File: config.mk
export PLATFORM = sky130hd
export DESIGN_NAME = trng_entropy_collector_flat
export DESIGN_NICKNAME = d
export VERILOG_FILES = /design/src/rtl/trng_pkg.sv /design/src/rtl/trng_entropy_collector_if.sv /design/src/rtl/trng_health_test.sv /design/src/rtl/trng_entropy_collector.sv /design/src/flat_wrapper.sv
export SDC_FILE = /design/constraint.sdc
export NUM_CORES = 1
export LEC_CHECK = 0
export CAP_MARGIN = 20
export CELL_PAD_IN_SITES_DETAIL_PLACEMENT = 0
export CELL_PAD_IN_SITES_GLOBAL_PLACEMENT = 1
export CORE_ASPECT_RATIO = 1.2
export CORE_MARGIN = 2
export CORE_UTILIZATION = 39
export CTS_BUF_LIST = sky130_fd_sc_hd__clkbuf_4 sky130_fd_sc_hd__clkbuf_8
export DETAILED_ROUTE_END_ITERATION = 16
export HOLD_SLACK_MARGIN = 0.02
export PLACE_DENSITY = 0.83
export SLEW_MARGIN = 20
export SYNTH_ARGS = -nofsm -noshare
export SYNTH_HDL_FRONTEND = slang
export SYNTH_HIERARCHICAL = 1
export SYNTH_SLANG_ARGS = --single-unit
File: constraint.sdc
create_clock -name clk -period 4.04 [get_ports clk]
set_input_delay 0.808 -clock clk [delete_from_list [all_inputs] [get_ports clk]]
set_output_delay 0.808 -clock clk [all_outputs]
set_load 0.01 [all_outputs]
File: src/rtl/trng_pkg.sv
// Shared types and constants for the TRNG entropy collector.
package trng_pkg;

  typedef enum logic [1:0] {
    StIdle = 2'd0,
    StFill = 2'd1,
    StDone = 2'd2,
    StFail = 2'd3
  } state_e;

  localparam int unsigned DefBlockBits = 512;
  localparam int unsigned DefRctCutoff = 32;
  localparam int unsigned DefAptCutoff = 330;

  // Width of a counter that must be able to hold max_val itself.
  function automatic int unsigned cnt_width(input int unsigned max_val);
    return $clog2(max_val + 1);
  endfunction

  function automatic int unsigned bit_cnt_width(input int unsigned block_bits);
    return cnt_width(block_bits);
  endfunction

  function automatic int unsigned run_cnt_width(input int unsigned rct_cutoff);
    return cnt_width(rct_cutoff);
  endfunction

  function automatic int unsigned apt_cnt_width(input int unsigned apt_cutoff);
    return cnt_width(apt_cutoff);
  endfunction

endpackage

File: src/rtl/trng_entropy_collector_if.sv
// Control, noise input and block output bundle of the entropy collector.
interface trng_entropy_collector_if #(
  parameter int unsigned P_BLOCK_BITS = trng_pkg::DefBlockBits
);
  logic                    Collect_Go;
  logic                    raw_bit;
  logic                    raw_valid;
  logic                    Busy;
  logic                    Collect_Done;
  logic                    Health_Fail;
  logic [P_BLOCK_BITS-1:0] data_out;

  modport master (
    output Collect_Go, raw_bit, raw_valid,
    input  Busy, Collect_Done, Health_Fail, data_out
  );

  modport slave (
    input  Collect_Go, raw_bit, raw_valid,
    output Busy, Collect_Done, Health_Fail, data_out
  );
endinterface

File: src/rtl/trng_health_test.sv
// Continuous repetition count and adaptive proportion tests on the accepted bit stream.
module trng_health_test
  import trng_pkg::*;
#(
  parameter int unsigned P_RCT_CUTOFF = DefRctCutoff,
  parameter int unsigned P_APT_CUTOFF = DefAptCutoff
) (
  input  logic clk,
  input  logic Reset,
  input  logic clear,
  input  logic bit_valid,
  input  logic bit_in,
  input  logic first_bit,
  output logic fail
);
  localparam int unsigned RunW = run_cnt_width(P_RCT_CUTOFF);
  localparam int unsigned AptW = apt_cnt_width(P_APT_CUTOFF);

  logic            prev_bit_q, ref_bit_q;
  logic [RunW-1:0] run_q, run_d;
  logic [AptW-1:0] apt_q, apt_d;

  always_comb begin
    run_d = RunW'(1);
    apt_d = apt_q;
    if (first_bit) begin
      apt_d = AptW'(1);
    end else begin
      if (bit_in == prev_bit_q) run_d = run_q + RunW'(1);
      if (bit_in == ref_bit_q)  apt_d = apt_q + AptW'(1);
    end
  end

  // Judged on the incoming bit so the FSM can leave FILL on that same bit.
  assign fail = bit_valid && ((run_d == RunW'(P_RCT_CUTOFF)) || (apt_d == AptW'(P_APT_CUTOFF)));

  always_ff @(posedge clk) begin
    if (Reset || clear) begin
      prev_bit_q <= 1'b0;
      ref_bit_q  <= 1'b0;
      run_q      <= '0;
      apt_q      <= '0;
    end else if (bit_valid) begin
      prev_bit_q <= bit_in;
      run_q      <= run_d;
      apt_q      <= apt_d;
      if (first_bit) ref_bit_q <= bit_in;
    end
  end
endmodule

File: src/rtl/trng_entropy_collector.sv
// Assembles one health-tested entropy block from the raw noise stream, MSB first.
module trng_entropy_collector
  import trng_pkg::*;
#(
  parameter int unsigned P_BLOCK_BITS = DefBlockBits,
  parameter int unsigned P_RCT_CUTOFF = DefRctCutoff,
  parameter int unsigned P_APT_CUTOFF = DefAptCutoff
) (
  input logic                     clk,
  input logic                     Reset,
  trng_entropy_collector_if.slave bus
);
  localparam int unsigned CntW = bit_cnt_width(P_BLOCK_BITS);

  state_e                  state_q, state_d;
  logic [CntW-1:0]         bit_cnt_q, bit_cnt_d;
  logic [P_BLOCK_BITS-1:0] data_q, data_d;
  logic                    fail_q, fail_d;
  logic                    start, accept, first_bit, last_bit, health_fail;

  assign start     = (state_q == StIdle) && bus.Collect_Go;
  assign accept    = (state_q == StFill) && bus.raw_valid;
  assign first_bit = (bit_cnt_q == '0);
  assign last_bit  = (bit_cnt_q == CntW'(P_BLOCK_BITS - 1));

  trng_health_test #(
    .P_RCT_CUTOFF(P_RCT_CUTOFF),
    .P_APT_CUTOFF(P_APT_CUTOFF)
  ) u_health (
    .clk      (clk),
    .Reset    (Reset),
    .clear    (start),
    .bit_valid(accept),
    .bit_in   (bus.raw_bit),
    .first_bit(first_bit),
    .fail     (health_fail)
  );

  always_comb begin
    state_d   = state_q;
    bit_cnt_d = bit_cnt_q;
    data_d    = data_q;
    fail_d    = fail_q;
    unique case (state_q)
      StIdle: begin
        if (bus.Collect_Go) begin
          state_d   = StFill;
          bit_cnt_d = '0;
          data_d    = '0;
          fail_d    = 1'b0;
        end
      end
      StFill: begin
        if (bus.raw_valid) begin
          bit_cnt_d = bit_cnt_q + CntW'(1);
          data_d    = {data_q[P_BLOCK_BITS-2:0], bus.raw_bit};
          // A failing bit wins over completion and scrubs the partial block.
          if (health_fail) begin
            state_d = StFail;
            data_d  = '0;
            fail_d  = 1'b1;
          end else if (last_bit) begin
            state_d = StDone;
          end
        end
      end
      StDone, StFail: state_d = StIdle;
      default:        state_d = StIdle;
    endcase
  end

  always_ff @(posedge clk) begin
    if (Reset) begin
      state_q   <= StIdle;
      bit_cnt_q <= '0;
      data_q    <= '0;
      fail_q    <= 1'b0;
    end else begin
      state_q   <= state_d;
      bit_cnt_q <= bit_cnt_d;
      data_q    <= data_d;
      fail_q    <= fail_d;
    end
  end

  assign bus.Busy         = (state_q == StFill);
  assign bus.Collect_Done = (state_q == StDone) || (state_q == StFail);
  assign bus.Health_Fail  = fail_q;
  assign bus.data_out     = data_q;
endmodule

File: src/flat_wrapper.sv
// flat-port wrapper written by rule: the top's interface ports become plain ports
module trng_entropy_collector_flat import trng_pkg::*;
#(
  parameter int unsigned P_BLOCK_BITS = DefBlockBits,
  parameter int unsigned P_RCT_CUTOFF = DefRctCutoff,
  parameter int unsigned P_APT_CUTOFF = DefAptCutoff
)
  (clk, Reset, bus_Collect_Go, bus_raw_bit, bus_raw_valid, bus_Busy, bus_Collect_Done, bus_Health_Fail, bus_data_out);
  trng_entropy_collector_if #(.P_BLOCK_BITS(P_BLOCK_BITS)) bus_i ();
  input logic clk;
  input logic Reset;
  input wire logic [$bits(bus_i.Collect_Go)-1:0] bus_Collect_Go;
  input wire logic [$bits(bus_i.raw_bit)-1:0] bus_raw_bit;
  input wire logic [$bits(bus_i.raw_valid)-1:0] bus_raw_valid;
  output wire logic [$bits(bus_i.Busy)-1:0] bus_Busy;
  output wire logic [$bits(bus_i.Collect_Done)-1:0] bus_Collect_Done;
  output wire logic [$bits(bus_i.Health_Fail)-1:0] bus_Health_Fail;
  output wire logic [$bits(bus_i.data_out)-1:0] bus_data_out;
  assign bus_i.Collect_Go = bus_Collect_Go;
  assign bus_i.raw_bit = bus_raw_bit;
  assign bus_i.raw_valid = bus_raw_valid;
  assign bus_Busy = bus_i.Busy;
  assign bus_Collect_Done = bus_i.Collect_Done;
  assign bus_Health_Fail = bus_i.Health_Fail;
  assign bus_data_out = bus_i.data_out;
  trng_entropy_collector #(.P_BLOCK_BITS(P_BLOCK_BITS), .P_RCT_CUTOFF(P_RCT_CUTOFF), .P_APT_CUTOFF(P_APT_CUTOFF)) u_core (.clk(clk), .Reset(Reset), .bus(bus_i));
endmodule
==> metrics <==
outcome finished clean; Synth Instances 2620; Worst setup startpoint u_core/state_q[0]$_SDFFE_PP0P_; RSZ-0062 raised after global routing false; DR iter-0 viols between 1500 and 2000; endpoints failing hold 0; fin crit period between 3000 and 4000 ps; share of cells above drive strength 1 a little over 8%; Layout area overhead 30.35%; Initial Util 39.55%; Post-synth top cells 542 x dfxtp_1, 527 x a21oi_1, 527 x o21ai_0; Max Clk Rate ~290 MHz; H-tree level count 3; Max Slew Vio Count 0; register area share after synthesis a little under half; Buf/Inv on CP 4; max incr delay on CP about 700 ps; top post-synthesis cells by area dfxtp_1 46%, nand4b_1 19%, a21oi_1 11%; FF+latch count, synth ~540; root buf cell clkbuf_8; # resized after CTS 0; Core Rows roughly 100; # DRC 0; die extent in x approximately 230 um; CP delay by family, top simple AND/OR/NAND/NOR gates; reg2reg start u_core/state_q[0]$_SDFFE_PP0P_; Leak 9.162 nW; Pwr per Cell Area a little under 400 nW/um^2; # IOs 520; Total Power roughly 0.012 W; routed wire length 73.59 mm; vias in the first global route 20570; most frequent cell after synthesis dfxtp_1; port buffer count about 520; Worst EP arrival roughly 4000 ps; Hold Path Class reg2reg; first-pass GRT wire length about 110 mm; CTS Sinks ~540; area of the core between 50000 and 60000 um^2; Final period util between 80% and 90%; R2R depth 12; Ys Warns 6; ANT nets after route 0; net count after synthesis about 2600; Worst path slowest cell or4b_2; maximum root-to-sink buffer count 3; Stages on worst setup path 12; maximum vdd ir drop about 0.24 mV; distinct cell type count after synthesis between 50 and 60; TritonCTS Buffers 91; Synth Cell Area between 20000 and 25000 um^2; actual slew at the worst max-slew pin roughly 1100 ps; headroom to the max-slew limit around a quarter; Die ar. 62540 um^2; CTS tree done; Die Y 273.6 um; Setup Skew 47.82 ps; CP Cell Sequence nor2b_1 > nand2_1 > inv_1 > inv_1 > or4b_2 > nor4_1 > a32o_1 > nor3b_4 > buf_12 > buf_4 > nand4b_1 > a21oi_1; predominant post-synthesis flop cell dfxtp_1; crit-path max FO 35; share of synthesized flip-flops with an asynchronous set or reset 0%; gr ovfl total 0; share of the synthesized area in the top cell type between 40% and 50%; DP Area between 20000 and 30000 um^2; Post-CTS Setup Bufs 0; gpl congestion roughly 0.84; Post-synth EDFFs 0; Crit. End Element flip-flop; hold path cells 2; Critical Path RT ~4600 ps; post-route cell area 30780 um^2; setup TNS 0 ps; mean number of vias per cell roughly 5.8; cell mode on critical path inv_1; Vias 22100; Worst-path clk slew 60 ps; critical path class reg2reg; hpwl dp roughly 45 mm; initial antenna violation count 1; CP startpoint kind flip-flop; Max-Cap Viols 0; first-pass iteration count of the detailed router 6; WL per Instance slightly below 20 um; largest area contributor in the netlist dfxtp_1; Nets 2947; fill count 5526; CTS Hold Buffers Added 0; worst-skew pair later-pin latency approximately 700 ps; min-delay src u_core/bus.data_out[328]$_SDFFE_PP0P_; GRT Util Overall roughly 22%; Final Setup Violations 0; largest net degree at the start of global routing ~360; syn_area_per_cell roughly 9.0 um^2
[per-layer routing]
layer	vias up	routed length (um)	global-route usage [%]
met5	-	0	0
met4	0	2206	8.531
met3	132	5561	6.302
met2	723	35270	35.96
met1	10770	30550	27.25
li1	10480	-	-
[sequential cells by signal, summed over array words and instances (netlist names)]
signal,count
u_core/bus.Health_Fail,1
u_core/bus.data_out,512
u_core/state_q,2
u_core/u_health/apt_q,9
u_core/u_health/run_q,6
u_core/u_health/ref_bit_q,1
u_core/u_health/prev_bit_q,1
u_core/bit_cnt_q,10
[path summary, 6_finish.rpt]
kind         slack, ps                                     to
min reg2reg        490  u_core/bus.data_out[328]$_SDFFE_PP0P_
max reg2reg        560  u_core/bus.data_out[311]$_SDFFE_PP0P_
min                490  u_core/bus.data_out[328]$_SDFFE_PP0P_
max                560  u_core/bus.data_out[311]$_SDFFE_PP0P_
[final cells by class]
class,count,area (um^2),share of cell area (%)
clock buffers,151,1884,6.121
diodes,1,2.502,0.008129
well taps,800,1001,3.252
repair buffers,583,6096,19.80
multi-input cells,1709,10770,34.98
inverters,11,41.29,0.1341
flip-flops and latches,542,10850,35.26
clock inverters,14,135.1,0.4390
[layout by cell type (no fill, tap or decap), types with 3 or more instances in the layout]
cell	netlist	final
o31ai_1	4	4
nand4b_1	514	514
nor4_2	3	3
a21oi_1	527	527
inv_1	10	10
nand2_1	13	13
clkbuf_4	0	31
a31oi_1	6	6
nor3_1	8	8
xnor2_1	3	3
o21ai_0	527	527
xor2_1	3	3
and3_1	3	3
buf_12	0	30
nor4_1	3	3
clkbuf_8	0	120
clkdlybuf4s50_1	0	518
nor2_1	21	21
dfxtp_1	542	541
nand3b_1	5	5
or4_1	3	3
buf_4	48	32
mux2i_1	7	6
o211ai_1	4	4
nor2b_1	3	3
a22oi_1	3	3
clkinv_2	0	7
nand3_1	14	14
ha_1	4	4
nand4_1	3	3
[metrics by stage]
step                setup WS [ps]  utilization [%]  hold WS [ps]  std cells
floorplan                    1005                -         459.7       2620
global placement            221.3            48.07         471.9       3643
detailed placement          175.9            48.07         480.7       3643
CTS                         507.9            51.45         479.8       3808
global route                408.3            51.55         497.3       3811
finish                      556.9            51.55         487.8       3811
[tightest hold or removal path, delay by kind of cell, from the launching register on]
family,cells,cell delay (ps)
flops,1,320
compound gates,2,130
[kinds of logic (layout without fill, tap and decap cells)]
logic type | Yosys count | in the layout | synth area share (%)
buffers and inverters | 369 | 759 | 8.594
XOR/XNOR | 7 | 7 | 0.2915
flip-flops | 542 | 542 | 45.95
multiplexers | 9 | 9 | 0.3921
adder cells (fa/ha/maj) | 4 | 4 | 0.2119
AND/OR/NAND/NOR | 610 | 610 | 21.43
AO/OA/AOI/OAI | 1079 | 1079 | 23.13
other | 0 | 1 | 0
[power by group]
group | internal [W] | switching, W | total [W]
clock | 0.00302 | 0.00231 | 0.00532
sequential | 0.00535 | 0.0000148 | 0.00537
combinational | 0.000398 | 0.00112 | 0.00152
Power figures use the tool's default switching activity.
